### config.mk
export PLATFORM = sky130hd
export DESIGN_NAME = vc_buffer
export DESIGN_NICKNAME = d
export VERILOG_FILES = /design/src/rtl/vc_buffer.sv
export SDC_FILE = /design/constraint.sdc
export NUM_CORES = 1
export LEC_CHECK = 0
export ABC_AREA = 0
export ABC_CLOCK_PERIOD_IN_PS = 5330
export CAP_MARGIN = 10
export CORE_AREA = 2 2 102 104
export DETAILED_ROUTE_END_ITERATION = 16
export DIE_AREA = 0 0 104 106
export GPL_TIMING_DRIVEN = 0
export PLACE_DENSITY_LB_ADDON = 0.15
export SYNTH_ARGS = -nofsm -noshare
export SYNTH_HDL_FRONTEND = slang
export SYNTH_SLANG_ARGS = --single-unit
### constraint.sdc
create_clock -name clk -period 5.33 [get_ports clk]
set_input_delay 0.7995 -clock clk [delete_from_list [all_inputs] [get_ports clk]]
set_output_delay 0.7995 -clock clk [all_outputs]
set_load 0.005 [all_outputs]
### src/rtl/vc_buffer.sv
// vc_buffer: per-VC input flit FIFO with occupancy/packet counts for link-level flow control.
// Optional sticky overflow/underflow flags are built when VC_BUF_ERR_EN is defined.
module vc_buffer #(
  parameter int ROUTERID = 0,
  parameter int PCHID    = 0,
  parameter int VCHID    = 0,
  parameter int DEPTH    = 4,
  parameter int DATAW    = 32,
  parameter int TYPE_MSB = DATAW,
  parameter int TYPE_LSB = DATAW - 2,
  parameter logic [TYPE_MSB-TYPE_LSB:0] FT_TAIL     = 'd3,
  parameter logic [TYPE_MSB-TYPE_LSB:0] FT_HEADTAIL = 'd4,
  localparam int AW = $clog2(DEPTH),
  localparam int CW = AW + 1
) (
  input  logic           clk,
  input  logic           rst_n,
  input  logic           wr_en_i,
  input  logic [DATAW:0] wr_data_i,
  output logic           rdy_o,
  output logic [DATAW:0] rd_data_o,
  output logic           vld_o,
  input  logic           send_i,
  output logic [CW-1:0]  count_o,
  output logic [CW-1:0]  pkt_o,
  output logic           ovf_o,
  output logic           udf_o
);
  if (ROUTERID < 0 || PCHID < 0 || VCHID < 0 || DEPTH < 2 || (DEPTH & (DEPTH - 1)) != 0) begin : g_bad_cfg
    $error("vc_buffer R%0d P%0d V%0d: DEPTH %0d must be a power of two >= 2", ROUTERID, PCHID, VCHID, DEPTH);
  end
  logic [DATAW:0] mem_q [DEPTH];
  logic [AW-1:0]  wr_ptr_q, wr_ptr_d, rd_ptr_q, rd_ptr_d;
  logic [CW-1:0]  count_q, count_d, pkt_q, pkt_d;
  logic [DATAW:0] head;
  logic           full, empty, push, pop, wr_pkt_end, rd_pkt_end;
  assign full  = count_q == CW'(DEPTH);
  assign empty = count_q == '0;
  assign push  = wr_en_i && !full;
  assign pop   = send_i && !empty;
  assign head  = mem_q[rd_ptr_q];
  assign wr_pkt_end = wr_data_i[TYPE_MSB:TYPE_LSB] == FT_TAIL || wr_data_i[TYPE_MSB:TYPE_LSB] == FT_HEADTAIL;
  assign rd_pkt_end = head[TYPE_MSB:TYPE_LSB] == FT_TAIL || head[TYPE_MSB:TYPE_LSB] == FT_HEADTAIL;
  always_comb begin
    wr_ptr_d = push ? wr_ptr_q + 1'b1 : wr_ptr_q;
    rd_ptr_d = pop ? rd_ptr_q + 1'b1 : rd_ptr_q;
    count_d  = count_q + CW'(push) - CW'(pop);
    pkt_d    = pkt_q + CW'(push && wr_pkt_end) - CW'(pop && rd_pkt_end);
  end
  always_ff @(posedge clk or negedge rst_n)
    if (!rst_n) begin
      wr_ptr_q <= '0;
      rd_ptr_q <= '0;
      count_q  <= '0;
      pkt_q    <= '0;
    end else begin
      wr_ptr_q <= wr_ptr_d;
      rd_ptr_q <= rd_ptr_d;
      count_q  <= count_d;
      pkt_q    <= pkt_d;
    end
  // Storage needs no reset: reads are masked by the occupancy count.
  always_ff @(posedge clk)
    if (push) mem_q[wr_ptr_q] <= wr_data_i;
  assign rdy_o     = !full;
  assign vld_o     = !empty;
  assign rd_data_o = empty ? '0 : head;
  assign count_o   = count_q;
  assign pkt_o     = pkt_q;
`ifdef VC_BUF_ERR_EN
  logic ovf_q, udf_q;
  always_ff @(posedge clk or negedge rst_n)
    if (!rst_n) begin
      ovf_q <= 1'b0;
      udf_q <= 1'b0;
    end else begin
      if (wr_en_i && full) ovf_q <= 1'b1;
      if (send_i && empty && !wr_en_i) udf_q <= 1'b1;
    end
`ifndef SYNTHESIS
  always @(posedge clk)
    if (rst_n) begin
      if (wr_en_i && full) $error("vc_buffer R%0d P%0d V%0d: overflow, flit dropped", ROUTERID, PCHID, VCHID);
      if (send_i && empty && !wr_en_i) $error("vc_buffer R%0d P%0d V%0d: underflow", ROUTERID, PCHID, VCHID);
    end
`endif
  assign ovf_o = ovf_q;
  assign udf_o = udf_q;
`else
  assign ovf_o = 1'b0;
  assign udf_o = 1'b0;
`endif
endmodule

==> results.json, run 1 <==
{
  "finalNonFillerCells": 511,
  "cp-endpoint": "rd_data_o[13]",
  "drt-total-wl_um": 9562,
  "worst-path-buf-inv": 3,
  "avgViaCountPerCell": 5.295,
  "cts_buffers": 17,
  "clock-sinks": 142,
  "rr_startpoint": "rd_ptr_q[1]",
  "cts_tree": "built",
  "switchingPower_mw": 1.106,
  "grt_pass1_wl_um": 14730,
  "yosysWarnings": 0,
  "rr_worst_depth": 10,
  "ys.flop_type": "edfxtp_1",
  "insertion_delay_ps": 520,
  "fin_crit_ps": 3533,
  "cts_setup_buffers": 0,
  "avgRoutedWirePerCell_um": 18.71,
  "path_clk_slew_ps": 60,
  "num_rows": 37,
  "drv_cap": 0,
  "drive_gt1_share_pct": 19.73,
  "antenna_found_initial": 0,
  "max_freq_mhz": 283.1,
  "critical_path.endpoint_type": "output pin",
  "outcome": "completed",
  "cp.arrival_ps": 2730,
  "async_flop_share_pct": 7.042,
  "syn_avg_cell_area_sq_um": 21.08,
  "path_cells": "clkbuf_1 -> clkbuf_1 -> mux4_2 -> and2_1 -> clkdlybuf4s50_1",
  "cp-startpoint": "rd_ptr_q[1]",
  "power.internal_mw": 2.908,
  "htreeDepth": 4,
  "clk_path_buf_depth": 2,
  "synth_seq_cells": 142,
  "critPathKind": "reg -> out",
  "preCtsSetupSlack_ps": 2296,
  "period_share_pct": 66.28,
  "synth_area_sq_um": 5585,
  "finalHoldViolations": 0,
  "critPathMaxFanout": 10,
  "synth_area_leaders": "edfxtp_1 71%, mux4_2 13%, dfrtp_1 4.5%, and2_1 3.8%, ha_1 1.8%",
  "post_cts_resized": 0,
  "initial_core_util_pct": 55.86,
  "dr.pass1.iters": 5,
  "core_area_sq_um": 10000,
  "layout_common_cells": "132 x edfxtp_1, 77 x clkdlybuf4s50_1, 34 x and2_1",
  "leakage_nw": 2.382,
  "min_path_type": "reg -> reg",
  "portBuffers": 77,
  "synth_edf_count": 132,
  "vias": 2706,
  "synthCells": 265,
  "required_ps": 4530,
  "crit_top_cell": "clkbuf_1",
  "combPwrFrac_pct": 36.1,
  "finalInstanceArea_sq_um": 7047,
  "setup-tns-final_ps": 0,
  "seq_area_frac_synth_pct": 75.45,
  "die-area_sq_um": 11020,
  "drtIter0Drc": 111,
  "ant_nets": 0,
  "hold_buffers": 0,
  "holdCritStartpoint": "pkt_o[0]",
  "dieWidth_um": 104,
  "finalClockSkew_ps": 12.89,
  "timing.final.ws_setup_ps": 1797,
  "route.detailed.drc": 0,
  "ys_types": 25,
  "worst_pin_slew_ps": 934.2,
  "placed_area_sq_um": 6535,
  "grt_max_degree": 34,
  "r2r_end": "pkt_o[2]",
  "hold_slack_ps": 519.9,
  "io_pins": 80,
  "area_growth_pct": 26.16,
  "crit_family": "buffers and inverters",
  "antenna_cells": 0,
  "synth_top_cell_by_area": "edfxtp_1",
  "slowest_delay_ps": 560,
  "clock-root-buffer": "clkbuf_8",
  "cp_slowest_cell": "clkbuf_1",
  "final_util_pct": 70.47,
  "fin_nets": 409,
  "drv_slew": 0,
  "path_depth": 5,
  "slew-limit-headroom_pct": 37.72,
  "grt_pass1_vias": 2875,
  "p_per_area_nw_per_um2": 569.5,
  "r2r_setup_slack_ps": 2570,
  "setup_viol": 0,
  "power_mw": 4.013,
  "grt_usage_pct": 18.40,
  "grt_overflow": 0,
  "switching_share_pct": 27.55,
  "p_seq_share_pct": 39.0,
  "place.detailed.instances": 479,
  "dp_hpwl_um": 5833,
  "dieHeight_um": 106,
  "place.gp.congestion": 0.6804,
  "layout_commonest_cell": "edfxtp_1",
  "critPathLaunchType": "flip-flop",
  "rsz0062_at_grt": "false",
  "peakVddDrop_mv": 0.3132,
  "clockPowerShare_pct": 24.9,
  "synth_top_area_share_pct": 70.97
}
[how the worst min path moves through the flow]
stage / end / cells past startpoint / slack [ps]
2_1_floorplan: count_o[0] / 0 / 500
3_3_place_gp: pkt_o[0] / 1 / 500
3_5_place_dp: pkt_o[0] / 1 / 510
4_1_cts: pkt_o[0] / 1 / 530
5_1_grt: pkt_o[0] / 1 / 550
6_report: pkt_o[0] / 1 / 520
[worst register-to-register path, cell delays in order (launching register included)]
cell,delay (ps)
dfrtp_1,320
clkbuf_1,320
mux4_2,400
or3b_1,390
a21boi_1,190
ha_1,160
inv_1,40
ha_1,180
fa_1,380
xnor2_1,190
xnor2_1,130
[layout make-up]
type | count | area [sq um]
Fill cell | 678 | 2953
Inverter | 9 | 33.78
Sequential cell | 142 | 4214
Buffer | 13 | 68.82
Tap cell | 136 | 170.2
Clock inverter | 15 | 97.59
Clock buffer | 17 | 414.1
Multi-Input combinational cell | 102 | 1277
Timing Repair Buffer | 77 | 770.7
[cells by family (layout without fill, tap and decap cells)]
| group | count (synthesis) | after routing | share of synthesized area (%) |
|---|---|---|---|
| AND/OR/NAND/NOR | 46 | 46 | 5.152 |
| multiplexers | 34 | 34 | 13.51 |
| buffers and inverters | 22 | 131 | 1.837 |
| AO/OA/AOI/OAI | 3 | 3 | 0.3808 |
| XOR/XNOR | 7 | 7 | 1.098 |
| other | 1 | 2 | 0.06714 |
| adder cells (fa/ha/maj) | 10 | 10 | 2.509 |
| flip-flops | 142 | 142 | 75.45 |
[cell usage after synthesis, types with 2 or more instances]
library cell	number
and2_1	34
and3_1	4
buf_2	4
buf_4	2
clkbuf_1	6
dfrtp_1	10
edfxtp_1	132
fa_1	2
ha_1	8
inv_1	9
mux4_2	33
nand2_1	2
or3b_1	2
xnor2_1	6
[power groups by stage]
stage | logic [mW] | clock network, mW | registers, mW
detailed placement | 1.48 | 0 | 1.59
global route | 1.57 | 1.07 | 1.58
floorplan | 0.805 | 0 | 1.57
global placement | 1.45 | 0 | 1.58
CTS | 1.48 | 1.02 | 1.57
finish | 1.45 | 1.00 | 1.56
[routing by layer]
metal | routed length, um | GRT usage (%) | part of all wire (%) | vias up
met5 | 0 | 0 | 0 | -
met4 | 132 | 8.398 | 1.4 | 0
met3 | 374 | 4.537 | 3.9 | 9
met2 | 4933 | 31.53 | 52 | 67
met1 | 4121 | 22.32 | 43 | 1392
li1 | - | - | - | 1238
[sequential cells by signal, summed over array words and instances, names as in the netlist]
| name | cells |
|---|---|
| count_o | 3 |
| rd_ptr_q | 2 |
| pkt_o | 3 |
| mem_q | 132 |
| wr_ptr_q | 2 |
(Power assumes the default switching activity.)
==> run 2: changes to the inputs <==
ABC_CLOCK_PERIOD_IN_PS = 3200   (was 5330)
CORE_AREA = 2 2 110 112   (was 2 2 102 104)
DIE_AREA = 0 0 112 114   (was 0 0 104 106)
clock period = 3.2 ns   (was 5.33 ns; I/O delays follow)
==> run 2 against run 1 <==
Clock skew fell by 7.7 ps. Non-clock buffer count increased by 4. Routed wire length is 6.2% higher. Total power rose by 73%. Final area grew 2.0%. Critical path depth unchanged. Combinational power grew 74%. Die area grew 16%. Clock power up 82%. Largest cell class unchanged.
==> results.json, run 2 (same netlist as run 1, synthesis figures left out) <==
{
  "layout_commonest_cell": "edfxtp_1",
  "rsz0062_at_grt": "false",
  "critPathLaunchType": "flip-flop",
  "power_mw": 6.939,
  "largest_reg_flops": 132,
  "route.detailed.drc": 0,
  "grt_pass1_wl_um": 15990,
  "rr_startpoint": "rd_ptr_q[1]",
  "grt_max_degree": 34,
  "setup-tns-final_ps": 0,
  "critPathMaxFanout": 10,
  "multi_input_area_sq_um": 1277,
  "r2r_end": "pkt_o[2]",
  "clock-root-buffer": "clkbuf_16",
  "critical_path.endpoint_type": "output pin",
  "dieHeight_um": 114,
  "peakVddDrop_mv": 0.5352,
  "grt_usage_pct": 17.28,
  "setup_viol": 0,
  "fin_nets": 413,
  "die-area_sq_um": 12770,
  "antenna_cells": 0,
  "outcome": "completed",
  "cp.arrival_ps": 2450,
  "place.gp.congestion": 0.7146,
  "drv_cap": 0,
  "min_path_type": "in -> async",
  "dp_hpwl_um": 5920,
  "critPathKind": "reg -> out",
  "layout_common_cells": "132 x edfxtp_1, 77 x clkdlybuf4s50_1, 34 x and2_1",
  "fin_crit_ps": 2927,
  "register_area_sq_um": 4214,
  "required_ps": 2720,
  "regMostFlops": "mem_q",
  "cts_tree": "built",
  "path_clk_slew_ps": 60,
  "finalHoldViolations": 0,
  "area_growth_pct": 28.67,
  "dieWidth_um": 112,
  "io_pins": 80,
  "cts_buffers": 17,
  "max_freq_mhz": 341.7,
  "vias": 2767,
  "grt_overflow": 0,
  "p_per_area_nw_per_um2": 965.5,
  "rr_worst_depth": 10,
  "ant_nets": 0,
  "initial_core_util_pct": 47.69,
  "htreeDepth": 4,
  "fillCellCount": 907,
  "avgViaCountPerCell": 5.260,
  "portBuffers": 77,
  "period_share_pct": 91.46,
  "drv_slew": 0,
  "antenna_found_initial": 0,
  "insertion_delay_ps": 410,
  "grt_pass1_vias": 2966,
  "finalInstanceArea_sq_um": 7187,
  "num_rows": 40,
  "core_area_sq_um": 11710,
  "avgRoutedWirePerCell_um": 19.30,
  "leakage_nw": 2.451,
  "final_util_pct": 61.37,
  "cp-endpoint": "rd_data_o[17]",
  "drive_gt1_share_pct": 20.84,
  "hold_buffers": 0,
  "finalClockSkew_ps": 5.181,
  "drt-total-wl_um": 10150,
  "clock-sinks": 142,
  "hold_slack_ps": 406.1,
  "placed_area_sq_um": 6629,
  "drtIter0Drc": 98,
  "cp-startpoint": "rd_ptr_q[0]",
  "dr.pass1.iters": 4,
  "clk_path_buf_depth": 2,
  "r2r_setup_slack_ps": 420
}
-- run 2: repair_timing --
| item | CTS | global route |
|---|---|---|
| endpoints found under the setup margin | 0 | 19 |
| gates resized for setup | 0 | 4 |
| setup buffers | 0 | 0 |
-- run 2: report_power, final --
part / leakage [nW] / total [mW] / switching (mW) / internal [mW]
Combinational: 0.861 / 2.52 / 1.04 / 1.48
Clock: 0.264 / 1.82 / 0.696 / 1.13
Sequential: 1.33 / 2.60 / 0.119 / 2.48
Total: 2.45 / 6.94 / 1.86 / 5.08
-- run 2: worst min path at each step --
stage / startpoint / end / slack (ps) / cells after the start
floorplan: rst_n / count_o[0] / 180 / 0
global placement: pkt_o[0] / pkt_o[0] / 500 / 1
global route: rst_n / wr_ptr_q[1] / 440 / 1
finish: rst_n / rd_ptr_q[1] / 410 / 1
CTS: rst_n / rd_ptr_q[1] / 410 / 1
detailed placement: pkt_o[0] / pkt_o[0] / 500 / 1
-- run 2: stage by stage --
| step | setup slack (ps) | cells |
|---|---|---|
| floorplan | 624.3 | 266 |
| global placement | 284.9 | 490 |
| detailed placement | 419.5 | 494 |
| CTS | 0.01843 | 526 |
| global route | 126.9 | 526 |
| finish | 273.4 | 526 |
-- run 2: critical path, cell delays in order (launching register included) --
cell	delay, ps
dfrtp_1	340
buf_6	150
buf_2	350
mux4_2	560
and2_1	190
clkdlybuf4s50_1	440
-- run 2: per-layer routing --
metal  share of wire (%)  global-route usage (%)  vias to the layer above
met5                   0                       0                        -
met4                 1.3                   7.886                        0
met3                 4.0                   4.676                       11
met2                  51                   28.04                       68
met1                  44                   22.12                     1444
li1                    -                       -                     1244
-- run 2: layout make-up --
class	instances	area share, %
Clock inverter	14	1.758
Inverter	9	0.4701
Buffer	13	0.9923
Clock buffer	18	5.971
Tap cell	147	2.559
Multi-Input combinational cell	102	17.78
Timing Repair Buffer	81	11.84
Sequential cell	142	58.64
==> run 3: changes to the inputs <==
CELL_PAD_IN_SITES_DETAIL_PLACEMENT = 0   (was default)
CELL_PAD_IN_SITES_GLOBAL_PLACEMENT = 1   (was default)
CORE_AREA = 2 2 119 121   (was 2 2 110 112)
DIE_AREA = 0 0 121 123   (was 0 0 112 114)
==> run 3 against run 2 <==
Cell count increased by 6.1%. Total power shrank 1.8%. Routed wire length up 1.5%. Clock skew about the same. Non-clock buffer count unchanged. Combinational power hardly changed. Utilization shrank 8.6 points. Critical path depth unchanged. Worst setup slack got worse by 13 ps. Die area up 17%. Count of clock-buffer cells in the layout up 1. Critical endpoint is now rd_data_o[29]. Largest cell class unchanged.
==> results.json, run 3 (same netlist as run 1, synthesis figures left out) <==
{
  "outcome": "completed",
  "cp.arrival_ps": 2460,
  "drt-total-wl_um": 10300,
  "critical_path.endpoint_type": "output pin",
  "grt_pass1_wl_um": 16010,
  "dieHeight_um": 123,
  "drv_slew": 0,
  "die-area_sq_um": 14880,
  "fillCellCount": 1115,
  "worst_pin_slew_ps": 500.1,
  "r2r_end": "pkt_o[2]",
  "layout_common_cells": "132 x edfxtp_1, 77 x clkdlybuf4s50_1, 34 x and2_1",
  "hold_slack_ps": 409.8,
  "antenna_found_initial": 0,
  "vias": 2721,
  "wl_met2_um": 5122,
  "grt_usage_pct": 15.01,
  "largest_reg_flops": 132,
  "hold_buffers": 0,
  "regMostFlops": "mem_q",
  "dp_hpwl_um": 6421,
  "slowest_delay_ps": 540,
  "critPathKind": "reg -> out",
  "rsz0062_at_grt": "false",
  "top_layer": "met4",
  "max_freq_mhz": 340.2,
  "htreeDepth": 4,
  "crit_family": "buffers and inverters",
  "rr_startpoint": "rd_ptr_q[1]",
  "place.gp.congestion": 0.6654,
  "setup-tns-final_ps": 0,
  "slew-limit-headroom_pct": 66.55,
  "required_ps": 2720,
  "clock-root-buffer": "clkbuf_16",
  "setup_viol": 0,
  "dieWidth_um": 121,
  "peakVddDrop_mv": 0.4777,
  "finalHoldViolations": 0,
  "r2r_setup_slack_ps": 420,
  "rr_worst_depth": 10,
  "critPathLaunchType": "flip-flop",
  "insertion_delay_ps": 410,
  "portBuffers": 77,
  "period_share_pct": 91.87,
  "finalClockSkew_ps": 5.325,
  "avgViaCountPerCell": 4.876,
  "dr.pass1.iters": 4,
  "leakage_nw": 2.444,
  "worst-path-buf-inv": 3,
  "fin_nets": 413,
  "layout_commonest_cell": "edfxtp_1",
  "path_depth": 5,
  "fin_crit_ps": 2940,
  "grt_max_degree": 30,
  "critPathMaxFanout": 10,
  "grt_pass1_vias": 2933,
  "avgRoutedWirePerCell_um": 18.46,
  "path_clk_slew_ps": 50,
  "met1_length_um": 4442,
  "p_per_area_nw_per_um2": 948.4,
  "min_path_type": "in -> async",
  "core_area_sq_um": 13610,
  "drtIter0Drc": 90,
  "clk_path_buf_depth": 2,
  "drv_cap": 0,
  "preCtsSetupSlack_ps": 387.7,
  "io_pins": 80,
  "route.detailed.drc": 0,
  "cts_buffers": 17,
  "grt_overflow": 0,
  "cts_tree": "built",
  "finalNonFillerCells": 558,
  "cts_setup_buffers": 0,
  "dr_wl_met3_um": 508,
  "clock-sinks": 142,
  "ant_nets": 0,
  "drive_gt1_share_pct": 19.84,
  "path_cells": "buf_6 -> buf_2 -> mux4_2 -> and2_1 -> clkdlybuf4s50_1",
  "cp_slowest_cell": "mux4_2",
  "area_growth_pct": 28.63,
  "antenna_cells": 0,
  "place.detailed.instances": 527,
  "num_rows": 43,
  "timing.final.ws_setup_ps": 260.1,
  "initial_core_util_pct": 41.03
}
[run 3: cell types whose count changed in the layout (fill, tap and decap cells not counted), sizes merged]
cell / before / now
clkinvlp: 4 / 0
clkinv: 8 / 11
bufinv: 2 / 1
clkbuf: 24 / 25
[run 3: how the worst max path moves through the flow]
| stage | end | from | slack [ps] |
|---|---|---|---|
| floorplan | pkt_o[2] | rd_ptr_q[0] | 620 |
| global placement | mem_q[0][20] | wr_en_i | 200 |
| detailed placement | pkt_o[2] | rd_ptr_q[1] | 390 |
| CTS | rd_data_o[18] | rd_ptr_q[1] | 30 |
| global route | rd_data_o[26] | rd_ptr_q[0] | 140 |
| finish | rd_data_o[29] | rd_ptr_q[0] | 260 |
[run 3: final cells by class]
cell class | count | area (sq um) | share of cell area [%]
sequential | 142 | 4214 | 58.66
multi-input combinational | 102 | 1277 | 17.78
timing repair buffer | 81 | 850.8 | 11.84
clock buffer | 19 | 432.9 | 6.026
tap | 180 | 225.2 | 3.135
clock inverter | 12 | 78.83 | 1.097
buffer | 13 | 71.32 | 0.9927
inverter | 9 | 33.78 | 0.4702
[run 3: worst register-to-register path, cell delays in order (launching register included)]
cell and delay [ps]:
dfrtp_1 310, clkbuf_1 330, mux4_2 410, or3b_1 390
a21boi_1 160, ha_1 150, inv_1 40, ha_1 180
fa_1 380, xnor2_1 210, xnor2_1 140
[run 3: power breakdown]
group          switching, mW  internal [mW]
Clock                  0.670           1.04
Combinational           1.04           1.47
Sequential             0.115           2.48
[run 3: what timing repair did]
item / CTS / global route
pin swaps: 0 / 0
endpoints found under the setup margin: 9 / 10
resized for setup: 1 / 2
[run 3: metrics by stage]
stage          instance area (sq um)  util [%]  power [mW]
2_1_floorplan                   5589         -       3.953
3_3_place_gp                    6585     48.38       5.136
3_5_place_dp                    6670     49.00       5.213
4_1_cts                         7183     52.77       6.934
5_1_grt                         7184     52.78       7.201
6_report                        7184     52.78       6.813
[run 3: layer usage]
layer | global-route usage [%] | vias up
met5 | 0 | -
met3 | 4.428 | 16
met4 | 7.340 | 0
li1 | - | 1246
met2 | 23.95 | 73
met1 | 18.91 | 1386
